[src/rtl/instr_sequencer.sv]
// ---------------------------------------------------------------------------
// instr_sequencer
//   Multi-cycle instruction sequencer: FETCH -> DECODE -> EXECUTE, looping
//   until the halt opcode is decoded. Decoding itself is external; this block
//   owns the PC and the IR, registers the decoder outputs, and presents them
//   to the datapath for exactly one EXECUTE cycle. Conditional branches
//   (brz / brn) are resolved here against the datapath flags.
//
// Ports
//   clk, reset         clock, async active-high reset
//   start              level, only sampled in IDLE
//   mem_req/mem_addr   fetch request, address (always the PC)
//   mem_ready/instr    fetch handshake and instruction word
//   ir                 instruction register, feeds the external decoder
//   dec_control/_literal  decoder outputs, latched in DECODE
//   flag_z, flag_n     datapath flags, sampled by branches in EXECUTE
//   ctrl, literal      datapath control, non-zero only in EXECUTE
//   exec_valid         EXECUTE cycle marker
//   halted             sticky halt indication
// ---------------------------------------------------------------------------
module instr_sequencer #(
  parameter logic [15:0] RESET_PC    = 16'h0000,
  parameter logic [15:0] HALT_OPCODE = 16'hFFFF
) (
  input  logic        clk,
  input  logic        reset,
  input  logic        start,
  output logic        mem_req,
  output logic [15:0] mem_addr,
  input  logic        mem_ready,
  input  logic [15:0] instr,
  output logic [15:0] ir,
  input  logic [25:0] dec_control,
  input  logic [15:0] dec_literal,
  input  logic        flag_z,
  input  logic        flag_n,
  output logic [25:0] ctrl,
  output logic [15:0] literal,
  output logic        exec_valid,
  output logic        halted
);

  typedef enum logic [2:0] {
    S_IDLE   = 3'd0,
    S_FETCH  = 3'd1,
    S_DECODE = 3'd2,
    S_EXEC   = 3'd3,
    S_HALT   = 3'd4
  } state_t;

  state_t      r_state;
  state_t      w_next;
  logic [15:0] r_pc;
  logic [15:0] r_ir;
  logic [25:0] r_ctrl;
  logic [15:0] r_lit;

  logic        w_is_branch;
  logic        w_flag;
  logic        w_take;
  logic        w_is_halt;

  // Branch class is 4'b1011 in the top nibble; bit 11 picks the flag.
  assign w_is_branch = (r_ir[15:12] == 4'b1011);
  assign w_flag      = r_ir[11] ? flag_n : flag_z;
  assign w_take      = w_is_branch & w_flag;
  assign w_is_halt   = (r_ir == HALT_OPCODE);

  // State register
  always_ff @(posedge clk or posedge reset) begin
    if (reset) r_state <= S_IDLE;
    else       r_state <= w_next;
  end

  // Next-state logic
  always_comb begin
    w_next = r_state;
    case (r_state)
      S_IDLE:   if (start)     w_next = S_FETCH;
      S_FETCH:  if (mem_ready) w_next = S_DECODE;
      S_DECODE: w_next = w_is_halt ? S_HALT : S_EXEC;
      S_EXEC:   w_next = S_FETCH;
      S_HALT:   w_next = S_HALT;
      default:  w_next = S_IDLE;
    endcase
  end

  // PC / IR / latched decode. The PC is bumped at fetch acceptance, so a
  // taken branch offsets from the address of the following instruction.
  always_ff @(posedge clk or posedge reset) begin
    if (reset) begin
      r_pc   <= RESET_PC;
      r_ir   <= 16'h0000;
      r_ctrl <= 26'h0;
      r_lit  <= 16'h0000;
    end else begin
      case (r_state)
        S_FETCH: begin
          if (mem_ready) begin
            r_ir <= instr;
            r_pc <= r_pc + 16'h0001;
          end
        end
        S_DECODE: begin
          // The halt word never reaches the datapath registers.
          if (!w_is_halt) begin
            r_ctrl <= dec_control;
            r_lit  <= dec_literal;
          end
        end
        S_EXEC: begin
          if (w_take) r_pc <= r_pc + r_lit;
        end
        default: ;
      endcase
    end
  end

  // Outputs: datapath sees a zero control word outside EXECUTE so nothing
  // can be written while the sequencer is fetching or decoding.
  assign mem_req    = (r_state == S_FETCH);
  assign mem_addr   = r_pc;
  assign ir         = r_ir;
  assign exec_valid = (r_state == S_EXEC);
  assign ctrl       = exec_valid ? r_ctrl : 26'h0;
  assign literal    = exec_valid ? r_lit  : 16'h0000;
  assign halted     = (r_state == S_HALT);

endmodule

[config.mk]
export PLATFORM = sky130hd
export DESIGN_NAME = instr_sequencer
export DESIGN_NICKNAME = d
export VERILOG_FILES = /design/src/rtl/instr_sequencer.sv
export SDC_FILE = /design/constraint.sdc
export NUM_CORES = 1
export LEC_CHECK = 0
export BUFFER_PORTS_ARGS = -buffer_cell sky130_fd_sc_hd__buf_2
export CAP_MARGIN = 25
export CORE_AREA = 5 5 96 98
export CTS_BUF_LIST = sky130_fd_sc_hd__clkbuf_16
export DETAILED_ROUTE_END_ITERATION = 16
export DIE_AREA = 0 0 101 103
export GPL_TIMING_DRIVEN = 1
export PLACE_DENSITY = 0.8
export SLEW_MARGIN = 20
export SYNTH_ARGS = -nofsm -noshare
export SYNTH_HDL_FRONTEND = slang
export SYNTH_SLANG_ARGS = --single-unit
[constraint.sdc]
create_clock -name clk -period 3.88 [get_ports clk]
set_clock_uncertainty 0.2 [all_clocks]
set_input_delay 0.388 -clock clk [delete_from_list [all_inputs] [get_ports clk]]
set_output_delay 0.388 -clock clk [all_outputs]
set_load 0.02 [all_outputs]
==> flow_metrics.py <==
metrics = {
    "drt": {
        "routed_wirelength_mm": 10.0,
        "top_layer": "met4",
        "postRouteAntennaNets": 0,
        "wire_per_inst_microns": 15.7,
        "wl_met2_mm": 5.37,
        "route.vias.total": 3374,
        "wl_met1_mm": 3.93,
        "drt_iter0_drc": 151,
        "firstDrtPassIters": 5,
        "drc": 0,
        "viasPerCell": 5.28,
        "met3_length_microns": 611,
    },
    "clock_network": {
        "cts.clk_slew.worst_paths_ns": 0.06,
        "cts_root_buf": "clkbuf_16",
        "clkLatencyLatePin_ns": 0.33,
        "cts.path.max_buffers": 2,
        "cts_buffers": 9,
        "cts_sinks": 77,
        "h-tree-depth": 3,
        "cts_tree": "done",
        "cts_resized": 0,
    },
    "sta": {
        "slew_viol_final": 0,
        "timing.final.crit_share_pct": 88.1,
        "worst_pin_slew_ns": 0.680,
        "finalSetupViolations": 0,
        "finalHoldViolCount": 0,
        "relSlewSlack_pct": 54.6,
        "rsz0062_at_grt": "no",
        "whs_ns": 0.0503,
        "tns_ns": 0,
        "fmax_mhz": 293,
        "fin_crit_ns": 3.42,
    },
    "power_and_ir_drop": {
        "internal_power_mw": 2.79,
        "power_switching_share_pct": 42.9,
        "p_per_area_nw_per_um2": 943,
        "peakVddDrop_v": 0.000401,
        "p_leak_nw": 2.60,
        "switchingPower_mw": 2.09,
        "p_seq_share_pct": 29.8,
        "power_frac_comb_pct": 52.9,
        "p_clk_share_pct": 17.2,
        "power.total_mw": 4.88,
    },
    "logic_synthesis": {
        "ys_ff_latch": 77,
        "synth_top_cell_area_share_pct": 47.1,
        "postSynthAreaPerCell_sq_um": 10.5,
        "yosysWarnings": 0,
        "synth-edff-count": 0,
        "synth_area_sq_um": 4100,
        "synth_fp_nets": 469,
        "async_flop_share_pct": 100,
        "synth_top_area_cell": "dfrtp_1",
        "synth.area.top_cells": "dfrtp_1, mux2_2, and2_1",
        "synthCells": 389,
        "synth_seq_area_share_pct": 47.1,
        "synthTopCellsByCount": "dfrtp_1, nand2_1, mux2_2",
        "synth.distinct_cells": 49,
        "synthFlopType": "dfrtp_1",
        "yosysMostFrequentCell": "dfrtp_1",
    },
    "cells_and_area": {
        "layout.nets": 606,
        "drive_gt1_share_pct": 41.4,
        "syn_to_final_growth_pct": 26.4,
        "final_cell_area_sq_um": 5180,
        "antenna-diode-count": 0,
        "n_fill_cell": 687,
        "finish.utilization_pct": 61.8,
    },
    "worst_setup_path": {
        "regToRegSetupSlack_ns": 0.46,
        "slowest_stage": "dfrtp_1",
        "path_buf_inv": 1,
        "crit_top_cell": "a211o_1",
        "crit_fanout": 22,
        "crit_family": "compound AO/OA/AOI/OAI gates",
        "cp.required_ns": 3.89,
        "cp.arrival_ns": 3.43,
        "cp_cell_sequence": "and3b_1 -> buf_4 -> and2_1 -> fa_1 -> a211o_1 -> a211oi_1 -> o21bai_1 -> a211o_1 -> and3_1 -> o31a_1",
        "critPathKind": "flop to flop",
        "worstSetupStartpointType": "flop",
        "end_kind": "flop",
        "max_stage_delay_ns": 0.49,
    },
    "grt": {
        "grt_pass1_wl_mm": 16.0,
        "first_global_vias": 3424,
        "grt_max_degree": 55,
        "grt_antenna_before_repair": 0,
        "overflow": 0,
        "track_usage_pct": 19.4,
    },
    "flow_run": {
        "maxCapViolations": 0,
    },
    "floorplanning": {
        "rows": 34,
        "die_x_microns": 101,
        "die_area_sq_um": 10400,
        "core-area_sq_um": 8380,
        "die_h_microns": 103,
        "io_pins": 141,
        "start_util_pct": 48.9,
    },
    "place": {
        "dpl.hpwl_mm": 7.59,
        "io_buffers": 140,
        "gp_congestion": 0.886,
        "dpl_cell_area_sq_um": 4870,
    },
    "outcome": {
        "status": "completed",
    },
    "worst_hold_path": {
        "min_path_type": "input pin to flop",
    },
}
-- power by group through the flow --
stage / Sequential, mW / Combinational [mW] / Clock, mW
after floorplan: 1.58 / 1.77 / 0
after global placement: 1.44 / 2.51 / 0
after detailed placement: 1.47 / 2.57 / 0
after CTS: 1.46 / 2.59 / 0.863
after global routing: 1.51 / 2.83 / 0.899
final: 1.46 / 2.59 / 0.841
-- kinds of logic after synthesis --
group           after synthesis  share of synthesized area (%)
simple gates                145                           18.9
flops                        77                           47.1
compound gates               65                           9.99
mux                          49                           13.4
buf+inv                      26                           3.27
fa+ha+maj                    16                           5.07
xor+xnor                     11                           2.35
-- stage by stage --
step                      std cells  setup slack, ns
after floorplan                 389            0.417
after global placement          622            0.581
after detailed placement        622            0.509
after CTS                       639            0.477
after global routing            639            0.353
final                           639            0.463
-- worst reg2reg max path: stages (launching register included) --
cell	delay, ns
dfrtp_1	0.49
and3b_1	0.25
buf_4	0.20
and2_1	0.21
fa_1	0.46
a211o_1	0.33
a211oi_1	0.26
o21bai_1	0.15
a211o_1	0.33
and3_1	0.18
o31a_1	0.23
-- final timing paths --
check	start	endpoint	cells past startpoint
max	r_state[2]$_DFFE_PP0P_	mem_addr[12]$_DFFE_PP0P_	10
min	instr[6]	ir[6]$_DFFE_PP0P_	3
max reg2reg	r_state[2]$_DFFE_PP0P_	mem_addr[12]$_DFFE_PP0P_	10
min reg2reg	r_lit[13]$_DFFE_PP0P_	r_lit[13]$_DFFE_PP0P_	1
max in group asynchronous	reset	mem_addr[15]$_DFFE_PP0P_	4
min in group asynchronous	reset	r_ctrl[22]$_DFFE_PP0P_	3
-- metal layers --
metal	vias to the layer above	GRT usage, %
li1	1622	-
met1	1632	22.4
met2	108	35.2
met3	12	4.40
met4	0	6.95
met5	-	0
-- layout by cell type (no fill, tap or decap), types with 2 or more instances in the layout --
master	n
nand2b_1	3
xor2_1	6
nor2_1	22
nand2_1	52
mux2_2	47
clkinvlp_4	3
a211oi_1	3
and3_1	2
o31ai_1	2
nor3b_1	2
o21bai_1	4
dfrtp_1	77
o21ai_0	10
buf_4	5
or2_2	3
mux2i_1	2
inv_1	3
inv_2	2
nand3_1	4
ha_1	15
a21oi_1	30
and2_1	42
or4b_1	2
a211o_1	2
o21a_1	2
clkbuf_16	9
a21o_1	4
nand4_1	2
xnor2_1	5
buf_2	140
nor3_1	3
-- area by class of cell --
type	instances	area [sq um]	area share (%)
inverter	6	25.0	0.483
sequential	77	1930	37.2
timing repair buffer	146	748	14.5
multi-input combinational	286	2040	39.5
clock buffer	9	225	4.35
tap	108	135	2.61
clock inverter	7	73.8	1.43
-- registers in the layout, indices dropped and copies added (netlist names) --
name and flops:
r_ctrl 26, mem_addr 16, ir 16, r_lit 16, r_state 3
-- what timing repair did --
| item | CTS | global route |
|---|---|---|
| endpoints found under the hold margin | 23 | 0 |
| buffers inserted | 0 | 0 |
| hold buffers | 1 | 0 |
Power figures use the tool's default switching activity.
